===== src/rtl/serial_wide_adder_ctrl_if.sv =====
// serial_wide_adder_ctrl_if
// Groups the request/response signals between a requesting datapath and the
// serial wide adder controller.
//   start      request, sampled only while the controller is idle
//   a, b, cin  operands and carry-in, captured on the accepting edge
//   busy       high while slices are being computed
//   done       one-cycle pulse, result valid
//   sum        registered result, holds the last completed result
//   cout       carry out of the top bit, registered with sum
//   ovf        signed overflow flag, registered with sum
// Modports: master = requester, slave = controller.
interface serial_wide_adder_ctrl_if #(
  parameter int SIZE   = 4,
  parameter int NSLICE = 4
);
  localparam int WIDTH = SIZE * NSLICE;

  logic             start;
  logic [WIDTH-1:0] a;
  logic [WIDTH-1:0] b;
  logic             cin;
  logic             busy;
  logic             done;
  logic [WIDTH-1:0] sum;
  logic             cout;
  logic             ovf;

  modport master (
    output start, a, b, cin,
    input  busy, done, sum, cout, ovf
  );

  modport slave (
    input  start, a, b, cin,
    output busy, done, sum, cout, ovf
  );
endinterface


===== src/rtl/serial_wide_adder_ctrl.sv =====
// serial_wide_adder_ctrl
// Adds two WIDTH-bit operands by reusing one SIZE-bit ripple adder slice over
// NSLICE cycles, least-significant slice first, with the carry kept in a flop
// between slices. Trades latency for adder area.
// Ports:
//   clk   rising-edge clock
//   rst   synchronous active-high reset
//   bus   slave side of serial_wide_adder_ctrl_if (start/a/b/cin in,
//         busy/done/sum/cout/ovf out)
// A request accepted at edge T produces done (and the new sum) in the cycle
// after edge T+NSLICE; the next request can be accepted at edge T+NSLICE+2.
module serial_wide_adder_ctrl #(
  parameter int SIZE   = 4,
  parameter int NSLICE = 4
) (
  input logic                    clk,
  input logic                    rst,
  serial_wide_adder_ctrl_if.slave bus
);

  localparam int WIDTH = SIZE * NSLICE;
  localparam int IDX_W = (NSLICE > 1) ? $clog2(NSLICE) : 1;

  typedef enum logic [1:0] {
    IDLE = 2'd0,
    RUN  = 2'd1,
    DONE = 2'd2
  } state_t;

  state_t             state;
  logic [IDX_W-1:0]   idx;
  logic               carry;
  logic [WIDTH-1:0]   opa;
  logic [WIDTH-1:0]   opb;
  logic [WIDTH-1:0]   work;
  logic [WIDTH-1:0]   sumReg;
  logic               coutReg;
  logic               ovfReg;
  logic               busyReg;
  logic               doneReg;

  logic [SIZE-1:0]    sliceA;
  logic [SIZE-1:0]    sliceB;
  logic [SIZE:0]      sliceSum;
  logic [WIDTH-1:0]   workNext;
  logic               lastSlice;
  logic               ovfNext;

  // The shared slice: pick the current operand slices, add them with the held
  // carry, and merge the slice result into a copy of the working sum so the
  // final slice can be loaded straight into the result register.
  always_comb begin
    sliceA    = opa[idx*SIZE +: SIZE];
    sliceB    = opb[idx*SIZE +: SIZE];
    sliceSum  = {1'b0, sliceA} + {1'b0, sliceB} + {{SIZE{1'b0}}, carry};
    workNext  = work;
    workNext[idx*SIZE +: SIZE] = sliceSum[SIZE-1:0];
    lastSlice = (idx == IDX_W'(NSLICE - 1));
    ovfNext   = (opa[WIDTH-1] == opb[WIDTH-1]) && (workNext[WIDTH-1] != opa[WIDTH-1]);
  end

  // Sequencer: capture on accept, one slice per RUN cycle, then a single DONE
  // cycle. busy/done are registered alongside the state so the requester sees
  // no combinational path from any input.
  always_ff @(posedge clk) begin
    if (rst) begin
      state   <= IDLE;
      idx     <= '0;
      carry   <= 1'b0;
      opa     <= '0;
      opb     <= '0;
      work    <= '0;
      sumReg  <= '0;
      coutReg <= 1'b0;
      ovfReg  <= 1'b0;
      busyReg <= 1'b0;
      doneReg <= 1'b0;
    end else begin
      case (state)
        IDLE: begin
          if (bus.start) begin
            opa     <= bus.a;
            opb     <= bus.b;
            carry   <= bus.cin;
            idx     <= '0;
            busyReg <= 1'b1;
            state   <= RUN;
          end
        end
        RUN: begin
          work  <= workNext;
          carry <= sliceSum[SIZE];
          if (lastSlice) begin
            // Result registers only move here, so sum stays stable all through RUN.
            idx     <= '0;
            sumReg  <= workNext;
            coutReg <= sliceSum[SIZE];
            ovfReg  <= ovfNext;
            busyReg <= 1'b0;
            doneReg <= 1'b1;
            state   <= DONE;
          end else begin
            idx <= idx + IDX_W'(1);
          end
        end
        DONE: begin
          doneReg <= 1'b0;
          state   <= IDLE;
        end
        default: begin
          busyReg <= 1'b0;
          doneReg <= 1'b0;
          state   <= IDLE;
        end
      endcase
    end
  end

  assign bus.busy = busyReg;
  assign bus.done = doneReg;
  assign bus.sum  = sumReg;
  assign bus.cout = coutReg;
  assign bus.ovf  = ovfReg;

endmodule


===== src/flat_wrapper.sv =====
// flat-port wrapper written by rule: the top's interface ports become plain ports
module serial_wide_adder_ctrl_flat 
#(
  parameter int SIZE   = 4,
  parameter int NSLICE = 4
)
  (clk, rst, bus_start, bus_a, bus_b, bus_cin, bus_busy, bus_done, bus_sum, bus_cout, bus_ovf);
  serial_wide_adder_ctrl_if #(.SIZE(SIZE), .NSLICE(NSLICE)) bus_i ();
  input logic clk;
  input logic rst;
  input wire logic [$bits(bus_i.start)-1:0] bus_start;
  input wire logic [$bits(bus_i.a)-1:0] bus_a;
  input wire logic [$bits(bus_i.b)-1:0] bus_b;
  input wire logic [$bits(bus_i.cin)-1:0] bus_cin;
  output wire logic [$bits(bus_i.busy)-1:0] bus_busy;
  output wire logic [$bits(bus_i.done)-1:0] bus_done;
  output wire logic [$bits(bus_i.sum)-1:0] bus_sum;
  output wire logic [$bits(bus_i.cout)-1:0] bus_cout;
  output wire logic [$bits(bus_i.ovf)-1:0] bus_ovf;
  assign bus_i.start = bus_start;
  assign bus_i.a = bus_a;
  assign bus_i.b = bus_b;
  assign bus_i.cin = bus_cin;
  assign bus_busy = bus_i.busy;
  assign bus_done = bus_i.done;
  assign bus_sum = bus_i.sum;
  assign bus_cout = bus_i.cout;
  assign bus_ovf = bus_i.ovf;
  serial_wide_adder_ctrl #(.SIZE(SIZE), .NSLICE(NSLICE)) u_core (.clk(clk), .rst(rst), .bus(bus_i));
endmodule

===== config.mk =====
export PLATFORM = sky130hd
export DESIGN_NAME = serial_wide_adder_ctrl_flat
export DESIGN_NICKNAME = d
export VERILOG_FILES = /design/src/rtl/serial_wide_adder_ctrl_if.sv /design/src/rtl/serial_wide_adder_ctrl.sv /design/src/flat_wrapper.sv
export SDC_FILE = /design/constraint.sdc
export NUM_CORES = 1
export LEC_CHECK = 0
export BUFFER_PORTS_ARGS = -buffer_cell sky130_fd_sc_hd__buf_2
export CORE_ASPECT_RATIO = 0.8
export CORE_UTILIZATION = 40
export DETAILED_ROUTE_END_ITERATION = 10
export SYNTH_ARGS = -nofsm -noshare
export SYNTH_HDL_FRONTEND = slang
export SYNTH_SLANG_ARGS = --single-unit

===== constraint.sdc =====
create_clock -name clk -period 3.64 [get_ports clk]
set_input_delay 0.546 -clock clk [delete_from_list [all_inputs] [get_ports clk]]
set_output_delay 0.546 -clock clk [all_outputs]
set_load 0.05 [all_outputs]

Yosys cells after proc, flatten, opt, wreduce, memory -nomap -nowiden
Cells that the tools add are included.

storage, ports and cells
  register bits after elaboration = 73
  output and inout port bits = 20
  word-level logic and storage cells = 51

operators by class
  $add $sub $neg = 4
  equality and inequality tests = 7
  shift operators = 4
  muxes and demuxes = 14
  bitwise gates (word level) = 2
  reductions and logical operators = 9

operator list
  kind                                                   count
  negator 4 -> 34 bit                                    1
  variable shift 4 x 34 -> 16 bit, first input constant  1
  indexed part select 4 x 34 -> 16 bit                   1
  indexed part select 16 x 5 -> 4 bit                    2
  bitwise mux 16 bit                                     1
  AND reduction 2 bit                                    5
  2-to-1 mux 2 bit                                       4
  case mux 2 bit (2 select lines)                        2
  adder 4 x 4 -> 5 bit                                   1
  adder 5 x 1 -> 5 bit                                   1
  == test 2 bit, second input constant                   2
  2-to-1 mux 1 bit                                       4
  case mux 1 bit (2 select lines)                        2
  case mux 1 bit (3 select lines)                        1
  AND reduction 3 bit                                    1
  adder 2 x 1 -> 2 bit, second input constant            1
  == test 2 x 1 -> 1 bit, second input constant          1
  zero test 2 bit                                        1
  != test 2 x 1 -> 1 bit, second input constant          1
  != test 2 bit, second input constant                   1
  NOT 1 bit                                              2
  nonzero test 2 bit                                     1
  == test 1 bit                                          1
  logical AND 1 bit                                      1
  != test 1 bit                                          1

Depth between registers and ports, before layout
  depth after elaboration = 7
  mapped depth = 9
  gate-level depth less buffers = 8

Least setup slack after synthesis
Ideal clock, no wire load.

  path type = register to register
  start point = reg u_core.idx[0]
  end point = reg u_core.work[9]
  arrival time = 2599 ps
  path slack = 975 ps
  stages on the path, launching flop included = 9
  buffers on the path = 1
  clock period less this slack = 2665 ps
  path through = dfxtp_1 buf_2 mux4_2 fa_1 inv_1 fa_1 nor2_1 a22oi_1 nor2_1

between the ends
  word-level cells in the longest chain between the ends = 5
  elaborated cells on any way between the ends = 8

ends and longest elaborated chain
  what                                                    line                                                        source
  start: declaration                                      serial_wide_adder_ctrl.sv:31                                logic [IDX_W-1:0] idx;
  start signal: assignment                                serial_wide_adder_ctrl.sv:103                               idx <= idx + IDX_W'(1);
  indexed part select 16 x 5 -> 4 bit (on tied branches)  serial_wide_adder_ctrl.sv:53, serial_wide_adder_ctrl.sv:54
  adder 4 x 4 -> 5 bit                                    serial_wide_adder_ctrl.sv:55                                sliceSum = {1'b0, sliceA} + {1'b0, sliceB} + {{SIZE{1'b0}}, carry};
  adder 5 x 1 -> 5 bit                                    serial_wide_adder_ctrl.sv:55
  indexed part select 4 x 34 -> 16 bit                    serial_wide_adder_ctrl.sv:57                                workNext[idx*SIZE +: SIZE] = sliceSum[SIZE-1:0];
  bitwise mux 16 bit (*)                                  serial_wide_adder_ctrl.sv:57
  end signal: assignment                                  serial_wide_adder_ctrl.sv:91                                work <= workNext;
  end: declaration                                        serial_wide_adder_ctrl.sv:35                                logic [WIDTH-1:0] work;

Every way passes the cells marked *; elsewhere a longest branch is shown, timed or not.
A chain may end at the register's enable or synchronous reset.

Worst setup path after layout
Same ends and word-level chain as after synthesis.

==> impl_results.md <==
* Vias per inst at 5.16
* Die Width at 101 um
* CTS Hold Bufs at 0
* Worst slew pin tran at 1.14 ns
* N_diodes at 0
* Mapped Nets at 410
* Final setup viols at 0
* Final-report hold violation count at 0
* Critical Path End Type: register
* Post-route ant nets at 0
* Post-route cell area at 3750 um^2
* DRC viols at 0
* Core ar. at 7530 um^2
* CTS tree: done
* CP Max Fanout at 16
* Antenna violations before repair at 0
* Setup_tns at 0 ns
* Outcome: completed
* Rows at 28
* Worst Clk Skew at 0.00938 ns
* CP arrival at 3.35 ns
* Max-slew violation count at 0
* CP cell instances: mux4_2 > fa_1 > inv_1 > fa_1 > nor2_1 > a22oi_1 > nor2_1
* Post_cts resized at 0
* Clock Sinks at 73
* IO buf count at between 50 and 60
* Die Ht at between 80 and 90 um
* Via count at 2679
* Yosys warnings at 0
* Routed WL at 7.41 mm
* Vias in the first global route at 2508
* Final Critical Period at 3.08 ns
* Commonest non-fill, non-tap cell in the layout: nand2_1
* Share of post-route cells with drive strength above 1 at 21.3%
* Pre-CTS WS at 0.517 ns
* Placed inst area at 3510 um^2
* Crit path max-delay cell type: dfxtp_1
* Required time of the worst setup path at between 3 and 4 ns
* Layout area overhead at 18.5%
* Reg clk slew, reported paths at approximately 0.080 ns
* Final Power at between 1.5 and 2 mW
* Total track usage at 19.9%
* Synth Area per Inst at approximately 8.7 um^2
* Peak VDD IR at 0.203 mV
* Clk Latency, worst-skew pair at between 0.3 and 0.4 ns
* GRT Residual Overflow at 0
* Clock buffer depth at 2
* Distinct cells, synth at 36
* CP delay by family, top: flip-flops
* Postcts setup bufs at 0
* Seq cells post-synth at 73
* Drt first pass iters at 4
* Largest net degree at the start of global routing at 42
* Leak at 1.48 nW
* Buf/Inv on CP at 1
* CTS Buf Count at 9
* Sequential element share of the synthesized area at a little under half
* Die ar. at approximately 8300 um^2
* Hold Path Class: input pin to register
* Initial DRC count at ~190
* Global-route wire length before repair at approximately 12 mm
* Critical path launch point type: register
* GP Congestion at 0.817
* # IOs at 56
* Most frequent cells in the layout: nand2_1 (76), dfxtp_1 (73), buf_2 (55), a21oi_1 (45), nor2_1 (35)
* Starting Density at a little over two fifths
* Synthesized area at 3170 um^2
* PnR worst setup slack at 0.557 ns
* Root Buffer: clkbuf_8
* Ratio of final minimum period to clock period at 84.7%
* Critical setup path kind: register to register
* Slew HR at 23.8%
* Routed WL per cell at 14.3 um
* Pwr dens at 482 nW/um^2
* Maxcap violations at 0
* Slowest stage delay, CP at 0.88 ns
* Fmax at roughly 0.32 GHz
* DP HPWL at around 5.1 mm
* Layout net count at 457
* RSZ-0062 raised after global routing: false
* CTS HTree Levels at 3
* Gate Count Post-Synth at 363
[synth_stat cells]
| master | n | area [um^2] |
|---|---|---|
| and2_1 | 2 | 12.5 |
| a31oi_1 | 1 | 6.26 |
| a221oi_1 | 13 | 114 |
| nor4b_4 | 1 | 23.8 |
| nor3_1 | 15 | 75.1 |
| xnor2_1 | 1 | 8.76 |
| inv_2 | 1 | 3.75 |
| o21ai_0 | 2 | 10.0 |
| nand2b_1 | 3 | 18.8 |
| mux4_2 | 8 | 180 |
| inv_1 | 12 | 45.0 |
| nor2_1 | 36 | 135 |
| a21bo_1 | 1 | 10.0 |
| buf_4 | 1 | 7.51 |
| nand3_1 | 5 | 25.0 |
| buf_2 | 5 | 25.0 |
| fa_1 | 2 | 40.0 |
| a211oi_1 | 4 | 30.0 |
| nand3b_1 | 2 | 15.0 |
| a31o_1 | 1 | 8.76 |
| a311oi_1 | 1 | 8.76 |
| nand2_1 | 76 | 285 |
| a32oi_1 | 4 | 35.0 |
| a22oi_1 | 9 | 67.6 |
| clkbuf_1 | 15 | 56.3 |
| ha_1 | 9 | 113 |
| a21oi_1 | 45 | 225 |
| nor4_4 | 1 | 21.3 |
| nand4_1 | 5 | 31.3 |
| o32ai_1 | 1 | 8.76 |
| nor3_2 | 1 | 10.0 |
| o21a_1 | 1 | 7.51 |
| nor2b_1 | 3 | 18.8 |
| dfxtp_1 | 73 | 1460 |
| buf_1 | 2 | 7.51 |
| nor4b_2 | 1 | 15.0 |
[stage by stage]
step / util, % / hold WS, ns / std cells
after floorplan: - / 0.427 / 363
after global placement: 46.6 / 0.439 / 504
after detailed placement: 46.6 / 0.446 / 504
after CTS: 49.8 / 0.419 / 519
after global routing: 49.8 / 0.421 / 519
final: 49.8 / 0.435 / 519
[state kept, by name (all words and copies together) (netlist names)]
register / cells
u_core.bus.busy: 1
u_core.bus.cout: 1
u_core.bus.done: 1
u_core.bus.ovf: 1
u_core.bus.sum: 16
u_core.carry: 1
u_core.idx: 2
u_core.opa: 16
u_core.opb: 16
u_core.state: 2
u_core.work: 16
[cell families after synthesis]
logic type      after synthesis  share of synthesized area [%]
compound gates               83                           16.8
simple gates                151                           21.7
fa+ha+maj                    11                           4.82
buf+inv                      36                           4.58
mux                           8                           5.69
xor+xnor                      1                          0.277
flops                        73                           46.1
[final timing paths]
kind | from | slack [ns] | end | cells past startpoint
worst min-delay path | bus_b[6] | 0.44 | u_core.opb[6]$_SDFFE_PP0P_ | 3
worst min register to register | u_core.work[15]$_SDFFE_PP0P_ | 0.46 | u_core.work[15]$_SDFFE_PP0P_ | 2
worst max register to register | u_core.idx[0]$_SDFFE_PP0P_ | 0.56 | u_core.work[9]$_SDFFE_PP0P_ | 7
worst max-delay path | u_core.idx[0]$_SDFFE_PP0P_ | 0.56 | u_core.work[9]$_SDFFE_PP0P_ | 7
[cell type report]
type,instances,area [um^2]
Clock buffer,10,138
Tap cell,105,131
Multi-Input combinational cell,254,1560
Sequential cell,73,1460
Clock inverter,5,104
Inverter,13,48.8
Timing Repair Buffer,59,305
Fill cell,734,3780
[tightest hold or removal path, cell delays in order]
cell     delay (ns)
buf_2          0.09
nand2_1        0.04
a21oi_1        0.05
[per-layer routing]
layer | part of all wire, % | vias up | global-route usage (%)
met3 | 5.5 | 7 | 4.34
met2 | 43 | 77 | 29.2
met5 | 0 | - | 0
met4 | 1.1 | 0 | 7.25
li1 | - | 1361 | -
met1 | 50 | 1234 | 28.7
[power breakdown]
group          internal, mW  switching, mW
combinational        0.0726          0.123
sequential            0.827         0.0234
clock                 0.470          0.291
total                  1.37          0.438
No activity file was read; power rests on OpenSTA's default activity.
